--- src/rtl/cbus_arbiter_n.sv ---
// cbus_arbiter_n: multiplexes NCH cache-bus masters onto one outgoing cache bus.
//
// Build option:
//   CBUS_ARB_RR_EN  defined   -> round-robin; the search starts after last_grant
//                   undefined -> fixed priority; the lowest index wins
//
// Parameters: NCH masters (2..8), AW address bits, DW data bits, LENW burst field (beats-1).
// Ports:
//   clk, reset                          clock, synchronous active-high reset
//   ireq_*    [NCH-flattened]           per-channel request fields, channel i at [i*W +: W]
//   iresp_ready/iresp_last [NCH]        per-channel beat handshake / final beat
//   iresp_data                          read data, shared by all channels
//   oreq_*                              granted channel's request, forwarded combinationally
//   oresp_ready/oresp_last/oresp_data   downstream beat handshake, final beat, read data
//   busy, grant_idx                     a transaction is granted / granted channel
// Grants are registered. Every transaction is followed by at least one IDLE cycle.

// Per-channel response steering: only the granted channel sees the handshake.
module cbus_arb_lane (
    input  logic hit,
    input  logic oresp_ready,
    input  logic oresp_last,
    output logic resp_ready,
    output logic resp_last
);
    assign resp_ready = hit & oresp_ready;
    assign resp_last  = hit & oresp_last;
endmodule

module cbus_arbiter_n #(
    parameter int NCH  = 2,
    parameter int AW   = 32,
    parameter int DW   = 32,
    parameter int LENW = 4
) (
    input  logic                      clk,
    input  logic                      reset,
    input  logic [NCH-1:0]            ireq_valid,
    input  logic [NCH-1:0]            ireq_is_write,
    input  logic [NCH*AW-1:0]         ireq_addr,
    input  logic [NCH*3-1:0]          ireq_size,
    input  logic [NCH*(DW/8)-1:0]     ireq_strobe,
    input  logic [NCH*DW-1:0]         ireq_data,
    input  logic [NCH*LENW-1:0]       ireq_len,
    output logic [NCH-1:0]            iresp_ready,
    output logic [NCH-1:0]            iresp_last,
    output logic [DW-1:0]             iresp_data,
    output logic                      oreq_valid,
    output logic                      oreq_is_write,
    output logic [AW-1:0]             oreq_addr,
    output logic [2:0]                oreq_size,
    output logic [DW/8-1:0]           oreq_strobe,
    output logic [DW-1:0]             oreq_data,
    output logic [LENW-1:0]           oreq_len,
    input  logic                      oresp_ready,
    input  logic                      oresp_last,
    input  logic [DW-1:0]             oresp_data,
    output logic                      busy,
    output logic [$clog2(NCH)-1:0]    grant_idx
);
    localparam int SW = $clog2(NCH);
    localparam int BW = DW / 8;

    typedef enum logic {IDLE, BUSY} state_t;

    state_t        state;
    logic [SW-1:0] sel;
    logic [SW-1:0] last_grant;

    // Unpacked views of the flattened request buses so the mux is a plain index.
    logic [AW-1:0]   addr_a   [NCH];
    logic [2:0]      size_a   [NCH];
    logic [BW-1:0]   strobe_a [NCH];
    logic [DW-1:0]   data_a   [NCH];
    logic [LENW-1:0] len_a    [NCH];

    genvar gi;
    generate
        for (gi = 0; gi < NCH; gi++) begin : g_lane
            assign addr_a[gi]   = ireq_addr[gi*AW +: AW];
            assign size_a[gi]   = ireq_size[gi*3 +: 3];
            assign strobe_a[gi] = ireq_strobe[gi*BW +: BW];
            assign data_a[gi]   = ireq_data[gi*DW +: DW];
            assign len_a[gi]    = ireq_len[gi*LENW +: LENW];

            cbus_arb_lane u_lane (
                .hit         (busy && (sel == SW'(gi))),
                .oresp_ready (oresp_ready),
                .oresp_last  (oresp_last),
                .resp_ready  (iresp_ready[gi]),
                .resp_last   (iresp_last[gi])
            );
        end
    endgenerate

    // Winner search: walk channels starting at base, first requester wins.
    int            base;
    logic          found;
    logic [SW-1:0] win;

`ifdef CBUS_ARB_RR_EN
    assign base = (int'(last_grant) + 1) % NCH;
`else
    assign base = 0;
    // last_grant is kept in both builds so the register set does not change.
    logic unused_last_grant;
    assign unused_last_grant = ^last_grant;
`endif

    always_comb begin
        found = 1'b0;
        win   = '0;
        for (int k = 0; k < NCH; k++) begin
            int idx;
            idx = (base + k) % NCH;
            if (!found && ireq_valid[idx]) begin
                found = 1'b1;
                win   = idx[SW-1:0];
            end
        end
    end

    always_ff @(posedge clk) begin
        if (reset) begin
            state      <= IDLE;
            sel        <= '0;
            last_grant <= SW'(NCH - 1);
        end else begin
            case (state)
                IDLE: begin
                    if (found) begin
                        state      <= BUSY;
                        sel        <= win;
                        last_grant <= win;
                    end
                end
                BUSY: begin
                    // Final beat, or the granted master dropped valid mid-transaction.
                    if (!ireq_valid[sel] || (oresp_ready && oresp_last))
                        state <= IDLE;
                end
                default: state <= IDLE;
            endcase
        end
    end

    assign busy          = (state == BUSY);
    assign grant_idx     = sel;
    assign oreq_valid    = busy & ireq_valid[sel];
    assign oreq_is_write = ireq_is_write[sel];
    assign oreq_addr     = addr_a[sel];
    assign oreq_size     = size_a[sel];
    assign oreq_strobe   = strobe_a[sel];
    assign oreq_data     = data_a[sel];
    assign oreq_len      = len_a[sel];
    assign iresp_data    = oresp_data;

endmodule

--- config.mk ---
export PLATFORM = sky130hd
export DESIGN_NAME = cbus_arbiter_n
export DESIGN_NICKNAME = d
export VERILOG_FILES = /design/src/rtl/cbus_arbiter_n.sv
export SDC_FILE = /design/constraint.sdc
export NUM_CORES = 1
export LEC_CHECK = 0
export CAP_MARGIN = 20
export CORE_AREA = 2 2 117 119
export DETAILED_ROUTE_END_ITERATION = 8
export DIE_AREA = 0 0 119 121
export GPL_TIMING_DRIVEN = 0
export HOLD_SLACK_MARGIN = 0.02
export SETUP_SLACK_MARGIN = 0.3
export SLEW_MARGIN = 30
export SYNTH_ARGS = -nofsm -noshare
export SYNTH_HDL_FRONTEND = slang
export SYNTH_SLANG_ARGS = --single-unit
export TNS_END_PERCENT = 1
--- constraint.sdc ---
create_clock -name clk -period 1.9 [get_ports clk]
set_input_delay 0.57 -clock clk [delete_from_list [all_inputs] [get_ports clk]]
set_output_delay 0.57 -clock clk [all_outputs]
set_load 0.05 [all_outputs]
==> results.txt, run 1 <==
- Detailed Route WL: 8.46 mm
* Estimated wirelength of the detail-placed design: 7.16 mm
- The cell sitting at the root of the clock tree is a sky130_fd_sc_hd__clkbuf_16.
- Clock power share: about 15%
- The smallest clock period supported by the final layout is computed as 2.01 ns.
- Crit start category: primary input
- Sequential cells burn 2.3% of the power.
- In the routed layout, each cell is associated on average with a via count of roughly 3.6.
- Remaining DRCs: 0
- Across every metal layer, demand over resource in global routing totals 10.1%.
- The clock reaches the later pin of the worst-skew pair after 0.22 ns.
- Placer congestion estimate: 0.840
- The run finished, with violations left.
* Clock transition at the registers of the reported paths: 0.03 ns
* Largest net degree at the start of global routing: 11
- Combinational cells account for 82.6% of the total power.
* Clock sinks: 2
* Crit path kind: primary input to primary output
- Startpoint of the tightest hold check path: busy$_SDFF_PP0_
* Worst reg2reg setup slack: 0.57 ns
* Worst reg2reg path startpoint: grant_idx$_SDFFE_PP0P_
- Cell area power density: 473 nW/um^2
- Summing all multi-input logic gate instances after layout gives 995 um^2.
* Row Count: 42
- Highest-count cells in the layout ignoring fill and taps: sky130_fd_sc_hd__clkdlybuf4s50_1 (143), sky130_fd_sc_hd__buf_6 (73), sky130_fd_sc_hd__buf_4 (70)
- Static leakage power: 2.04 nW
- Num CTS Buffers: 3
- Global-route wire length before repair: 11.5 mm
- Measured against its own limit, the worst slew margin works out to 65.0%.
- For hold timing, the worst endpoint is grant_idx$_SDFFE_PP0P_.
* Data arrival time of the critical path: approximately 1.4 ns
* CP max FO: 1
* Initial core utilization: 10.4%
- After detailed routing, the average wire length per cell comes to 14.3 um.
* Final net count: about 610
- Setup violations remaining at the end of the flow were counted as 76.
- For the worst flop-to-flop path, the logic depth is 6.
- In this run, distinct cell masters in the synthesized netlist total 14.
* Overflow left after global routing: 0
* Skew final: roughly 0.0031 ns
- Violated checks: negative setup slack
- Number of pins exceeding their max-slew limit in the final report: 0
- Share of post-route cells with drive strength above 1: 59.7%
* Top cells by area, synth: sky130_fd_sc_hd__mux2_2 (63%), sky130_fd_sc_hd__buf_4 (20%), sky130_fd_sc_hd__clkbuf_8 (8.1%)
* Reg2reg end: busy$_SDFF_PP0_
- In this run switching power makes up ~46% of total power.
- Summed over all instances, the cell type with the most area after synthesis is sky130_fd_sc_hd__mux2_2.
* CTS tree: built
- Initial antenna violation count: 0
* Via total after detailed routing: 2135
- The region available for standard cell placement spans 13100 um^2.
* Gate count of the mapped netlist: around 140
* Worst EP required: 1.33 ns
* Internal power: 0.00119 W
* Ys Warns: 0
- The analysis attributes to net switching a power of 0.00100 W.
* Crit. End Element: primary output
* Floorplan die height: 121 um
- The number of global-route vias before repair is approximately 2200.
- Worst-Margin Slew: ~0.53 ns
- Leaving out fill and tap cells, the most frequent cell in the layout is sky130_fd_sc_hd__clkdlybuf4s50_1.
- Hold Vio Cnt, Final: 0
- The path class of the tightest hold or removal check is flip-flop to flip-flop.
- Detailed Routing Iterations Pass 1: 4
- The final critical path takes up 106% of the cycle.
* Die Footprint: 14400 um^2
* Number of fillers in the final layout: 1312
- Broken down by cell family, the worst path's largest delay share belongs to buffers and inverters.
* Area fraction of the dominant cell type after synthesis: 62.8%
- Cell at the slowest stage of the critical path: sky130_fd_sc_hd__clkdlybuf4s50_1
* Final core area utilization: 35.4%
* Post-DRT Antenna Nets: 0
- I/O pin count: 305
* Violation count after the first detailed-routing iteration: 28
* Register area: 45.0 um^2
- Summing every instance area after synthesis gives 1360 um^2.
- Die W: approximately 120 um
- 0 antenna diodes ended up in the layout.
- Number of max-capacitance violations reported: 0
- Final hold slack: ~0.7 ns
- Counting instances, the worst hold path has a depth of 2.
- VDD sags by at most 0.393 mV.
* Cell breakdown of the critical path: clkdlybuf4s50_1, mux2_4, buf_6
- Proportion of synthesized chip area in sequential cells: 2.94%
* Post-synthesis net count: 325
* Count of buffers from port buffering: 272
- Unrepaired setup endpoints after global routing: true
- Maximum level of the CTS H-tree: 1
* Number of buffers and inverters on the critical path: 2
* Post-synthesis register bit count: 2
- Each instance of the synthesized netlist takes up on average between 10 and 15 um^2.
* Highest attainable clock frequency: 498 MHz
- Summing internal, switching and leakage power gives approximately 0.0022 W.
- Maximum count of clock buffers along a single path: 2
- Setup slack on the critical path of the routed design comes to -0.110 ns.
* Area growth from synthesis to final layout: 240%
* Crit path from: ireq_addr[52]
- Slowest cell delay on critical path: 0.43 ns
-- kinds of logic after synthesis --
kind of cell    share of synthesized area (%)
mux                                      63.5
buf+inv                                  29.0
simple gates                             2.29
flops                                    2.94
compound gates                           2.20
-- worst max path at each step --
stage	endpoint	cells past startpoint	slack [ns]
2_1_floorplan	oreq_addr[0]	3	0.12
3_5_place_dp	iresp_last[0]	4	-0.91
6_report	oreq_addr[20]	3	-0.11
4_1_cts	oreq_addr[15]	3	-0.13
3_3_place_gp	iresp_last[0]	4	-0.88
5_1_grt	oreq_data[10]	4	-0.12
-- flip-flops by register name, summed over array words and instances (netlist names) --
| register | flops |
|---|---|
| busy | 1 |
| grant_idx | 1 |
-- final cells by class --
| type | instances | area share [%] |
|---|---|---|
| clock buffers | 4 | 1.70 |
| inverters | 1 | 0.0811 |
| plain buffers | 45 | 10.1 |
| repair buffers | 275 | 61.0 |
| multi-input cells | 87 | 21.5 |
| flip-flops and latches | 2 | 0.973 |
| well taps | 176 | 4.76 |
-- worst min-delay path: cells and delay by family (launching register included) --
family                 cells  cell delay, ns
DFF                        1            0.33
AOI/OAI and AO/OA          1            0.11
buffers and inverters      1            0.22
-- through the flow --
step	setup TNS (ns)	setup WS [ns]	instances	instance area, um^2
CTS	-7.18	-0.128	589	4440
finish	-5.53	-0.110	590	4630
detailed placement	-56.57	-0.915	583	4320
global placement	-56.30	-0.879	583	4320
global route	-8.12	-0.125	590	4630
floorplan	0	0.115	135	1380
-- power groups by stage --
stage | clock [W] | combinational, W | sequential [W]
floorplan | 0 | 0.000973 | 0.0000612
global placement | 0 | 0.00169 | 0.0000499
detailed placement | 0 | 0.00169 | 0.0000499
CTS | 0.000335 | 0.00175 | 0.0000500
global route | 0.000340 | 0.00187 | 0.0000520
finish | 0.000331 | 0.00181 | 0.0000512
-- Yosys cell counts --
cell and number:
sky130_fd_sc_hd__a211oi_1 1, sky130_fd_sc_hd__a21o_1 1, sky130_fd_sc_hd__a21oi_1 2, sky130_fd_sc_hd__and3_1 2, sky130_fd_sc_hd__buf_4 36, sky130_fd_sc_hd__buf_6 1, sky130_fd_sc_hd__clkbuf_8 8, sky130_fd_sc_hd__dfxtp_1 2
sky130_fd_sc_hd__inv_1 1, sky130_fd_sc_hd__mux2_2 76, sky130_fd_sc_hd__mux2i_1 1, sky130_fd_sc_hd__nor2_1 1, sky130_fd_sc_hd__nor3b_1 2, sky130_fd_sc_hd__o21ai_0 1
-- metal layers --
layer  track usage, %  share of wire, %
met4             2.46               1.0
met3             2.49               9.9
met2             20.5                55
met1             10.0                34
met5                0                 0
-- what timing repair did --
action                     4_1_cts  5_1_grt
cloned                           0        1
hold buffers                     0        0
setup endpoints to repair      115       82
pin swaps                        1        1
resized for setup              603       47
buffers inserted                 2        0
No activity file was read; power rests on OpenSTA's default activity.
==> run 2, diff against run 1 <==
--- a/config.mk
+++ b/config.mk
@@ -11,8 +11,9 @@
 export DIE_AREA = 0 0 119 121
 export GPL_TIMING_DRIVEN = 0
 export HOLD_SLACK_MARGIN = 0.02
+export REMOVE_ABC_BUFFERS = 1
 export SETUP_SLACK_MARGIN = 0.3
-export SLEW_MARGIN = 30
+export SLEW_MARGIN = 10
 export SYNTH_ARGS = -nofsm -noshare
 export SYNTH_HDL_FRONTEND = slang
 export SYNTH_SLANG_ARGS = --single-unit
==> run 2 against run 1 <==
  * The flow still finishes with violations (negative setup slack)
  * Die area unchanged
  * Sequential share of layout area is 0.081 points higher
  * Global-route usage rose by 2.9 points
  * Maximum frequency up 0.86%
  * Clock-buffer cell count did not move
==> results.txt, run 2 (same netlist as run 1, synthesis figures left out) <==
- Status: complete, but fails checks
- The checks that failed: negative setup slack.
- In the routed design, unresolved DRC markers number 0.
- Highest-count cells in the layout ignoring fill and taps: sky130_fd_sc_hd__clkdlybuf4s50_1 (139), sky130_fd_sc_hd__buf_6 (73), sky130_fd_sc_hd__mux2_2 (66)
- Estimated wirelength of the detail-placed design: 8.62 mm
- Row Count: 42
- The initial antenna violation count came to 0.
- Antenna Cells: 0
- Violation count after the first detailed-routing iteration: 27
- Relative to the synthesized area, the layout overhead comes to 205%.
- The number of global-route vias before repair is between 2000 and 2500.
- Global routing used 13.0% of the available tracks across all layers.
- Number of pins exceeding their max-slew limit in the final report: 0
* Skew final: 0.00360 ns
- Summed over all layers, the routed wires come to roughly 11 mm.
* Relative contribution of combinational cells to total power: between 80 and 90%
- The worst path in the final design needs a cycle of approximately 2.0 ns, including I/O delays and setup.
- The library cell used most frequently in the layout, excluding fill and tap cells, is sky130_fd_sc_hd__clkdlybuf4s50_1.
- In this run the worst path has a maximum fanout of 1.
- Min-Delay Path Class: flip-flop to flip-flop
* Core region area: roughly 13000 um^2
- For the pin with the worst max-slew slack, the measured transition is roughly 0.29 ns.
- For this design the static power due to leakage is roughly 1.8 nW.
- Worst vdd ir: 0.145 mV
* Worst EP required: 1.33 ns
- Detailed routing inserted a total of 1891 vias.
* Worst reg2reg setup slack: 0.63 ns
- Dividing the detail-routed wire length by the instance count gives 20.5 um.
- Final setup TNS: -4.97 ns
- Initial core utilization: 10.4%
* I/O pin count: slightly above 300
* CTS tree: built
- Post-DRT Antenna Nets: 0
- Crit. End Element: primary output
- Registers are responsible for between 2 and 3% of the overall power.
- Clock power share: 16.7%
- Number of fillers in the final layout: 1329
* Hold Vio Cnt, Final: 0
* Highest attainable clock frequency: 502 MHz
- Clock sinks: 2
- In this run the power density over the cells is 470 nW/um^2.
* Clock transition at the registers of the reported paths: 0.03 ns
- Maximum count of clock buffers along a single path: 2
- For the worst setup path, the data arrival time is 1.42 ns.
- Hold timing on the final database bottoms out at a slack of 0.666 ns.
- In this run switching power makes up a little over two fifths of total power.
* Buffer cell driving the clock tree root: sky130_fd_sc_hd__clkbuf_16
- Area of the multi-input gates: 988 um^2
- Overflow left after global routing: 0
* Floorplan die height: 121 um
- CTS built an H-tree with a depth of 1.
- Number of max-capacitance violations reported: 0
- After layout, the worst setup slack is -0.0926 ns.
- The worst setup path is launched from a primary input.
- The floorplan step defined a die boundary enclosing 14400 um^2.
- Net load switching power: 0.000851 W
- At the end of the flow, the number of nets in the layout was between 500 and 600.
- Across the whole layout, storage elements account for 43.8 um^2.
- Entering global routing, the biggest net connects 25 pins.
- Share of post-route cells with drive strength above 1: 52.3%
* Fraction of the cycle the final worst path needs: 105%
- At the later pin of the worst-skew pair, clock insertion delay measures between 0.2 and 0.25 ns.
* Count of buffers from port buffering: 240
* Global-route wire length before repair: roughly 13 mm
- Relative slew margins: between 80 and 90%
* Final setup violation count: 77
- Num CTS Buffers: 3
- Placer congestion estimate: 0.817
- Die W: 119 um
* Internal power: about 0.0011 W
- Crit path kind: primary input to primary output
* Vias per std cell: approximately 3.6
- Unrepaired setup endpoints after global routing: true
* Detailed Routing Iterations Pass 1: 4
[run 2: cell types whose count changed in the layout (fill, tap and decap cells not counted), sizes merged]
cell / change
dlygate4sd2: -4
clkbuf: -4
clkdlybuf4s50: -4
buf: -61
dlymetal6s2s: +7
[run 2: per-layer routing]
metal | track usage (%) | routed length, um | vias up
li1 | - | - | 878
met3 | 11.0 | 1930 | 20
met2 | 20.9 | 5090 | 125
met5 | 5.15 | 99 | -
met4 | 6.85 | 528 | 2
met1 | 10.9 | 3100 | 866
[run 2: layout make-up]
type | instances | share of cell area [%]
multi-input cells | 87 | 23.8
inverters | 1 | 0.0903
flip-flops and latches | 2 | 1.05
clock buffers | 4 | 1.90
well taps | 176 | 5.30
repair buffers | 254 | 67.9
[run 2: worst paths after layout]
kind | depth (start not counted) | start | to
hold / removal | 2 | busy$_SDFF_PP0_ | grant_idx$_SDFFE_PP0P_
setup reg to reg | 6 | grant_idx$_SDFFE_PP0P_ | busy$_SDFF_PP0_
setup / recovery | 3 | ireq_addr[55] | oreq_addr[23]
hold reg to reg | 2 | busy$_SDFF_PP0_ | grant_idx$_SDFFE_PP0P_
[run 2: power by group through the flow]
stage          logic [W]  clock network, W  registers [W]
3_5_place_dp     0.00138                 0      0.0000683
5_1_grt          0.00163          0.000338      0.0000524
3_3_place_gp     0.00135                 0      0.0000913
6_report         0.00158          0.000325      0.0000515
2_1_floorplan   0.000729                 0      0.0000910
4_1_cts          0.00149          0.000330      0.0000543
[run 2: repair_timing]
item,CTS,global route
resized for setup,581,56
hold buffers,0,0
buffers inserted,5,4
endpoints found under the setup margin,83,82
pin swaps,1,0
cloned,1,3
[run 2: critical path: stages]
cell and delay, ns:
sky130_fd_sc_hd__clkdlybuf4s50_1 0.41, sky130_fd_sc_hd__mux2_2 0.28, sky130_fd_sc_hd__buf_6 0.15
[run 2: metrics by stage]
step / power [W] / utilization, % / instance area (um^2) / cells / worst slack (ns)
after floorplan: 0.000820 / - / 971 / 90 / -2.06
after global placement: 0.00145 / 27.5 / 3590 / 506 / -2.81
after detailed placement: 0.00144 / 27.6 / 3620 / 507 / -0.801
after CTS: 0.00188 / 29.6 / 3870 / 517 / -0.108
after global routing: 0.00202 / 31.8 / 4160 / 524 / -0.111
final: 0.00195 / 31.8 / 4160 / 524 / -0.0926
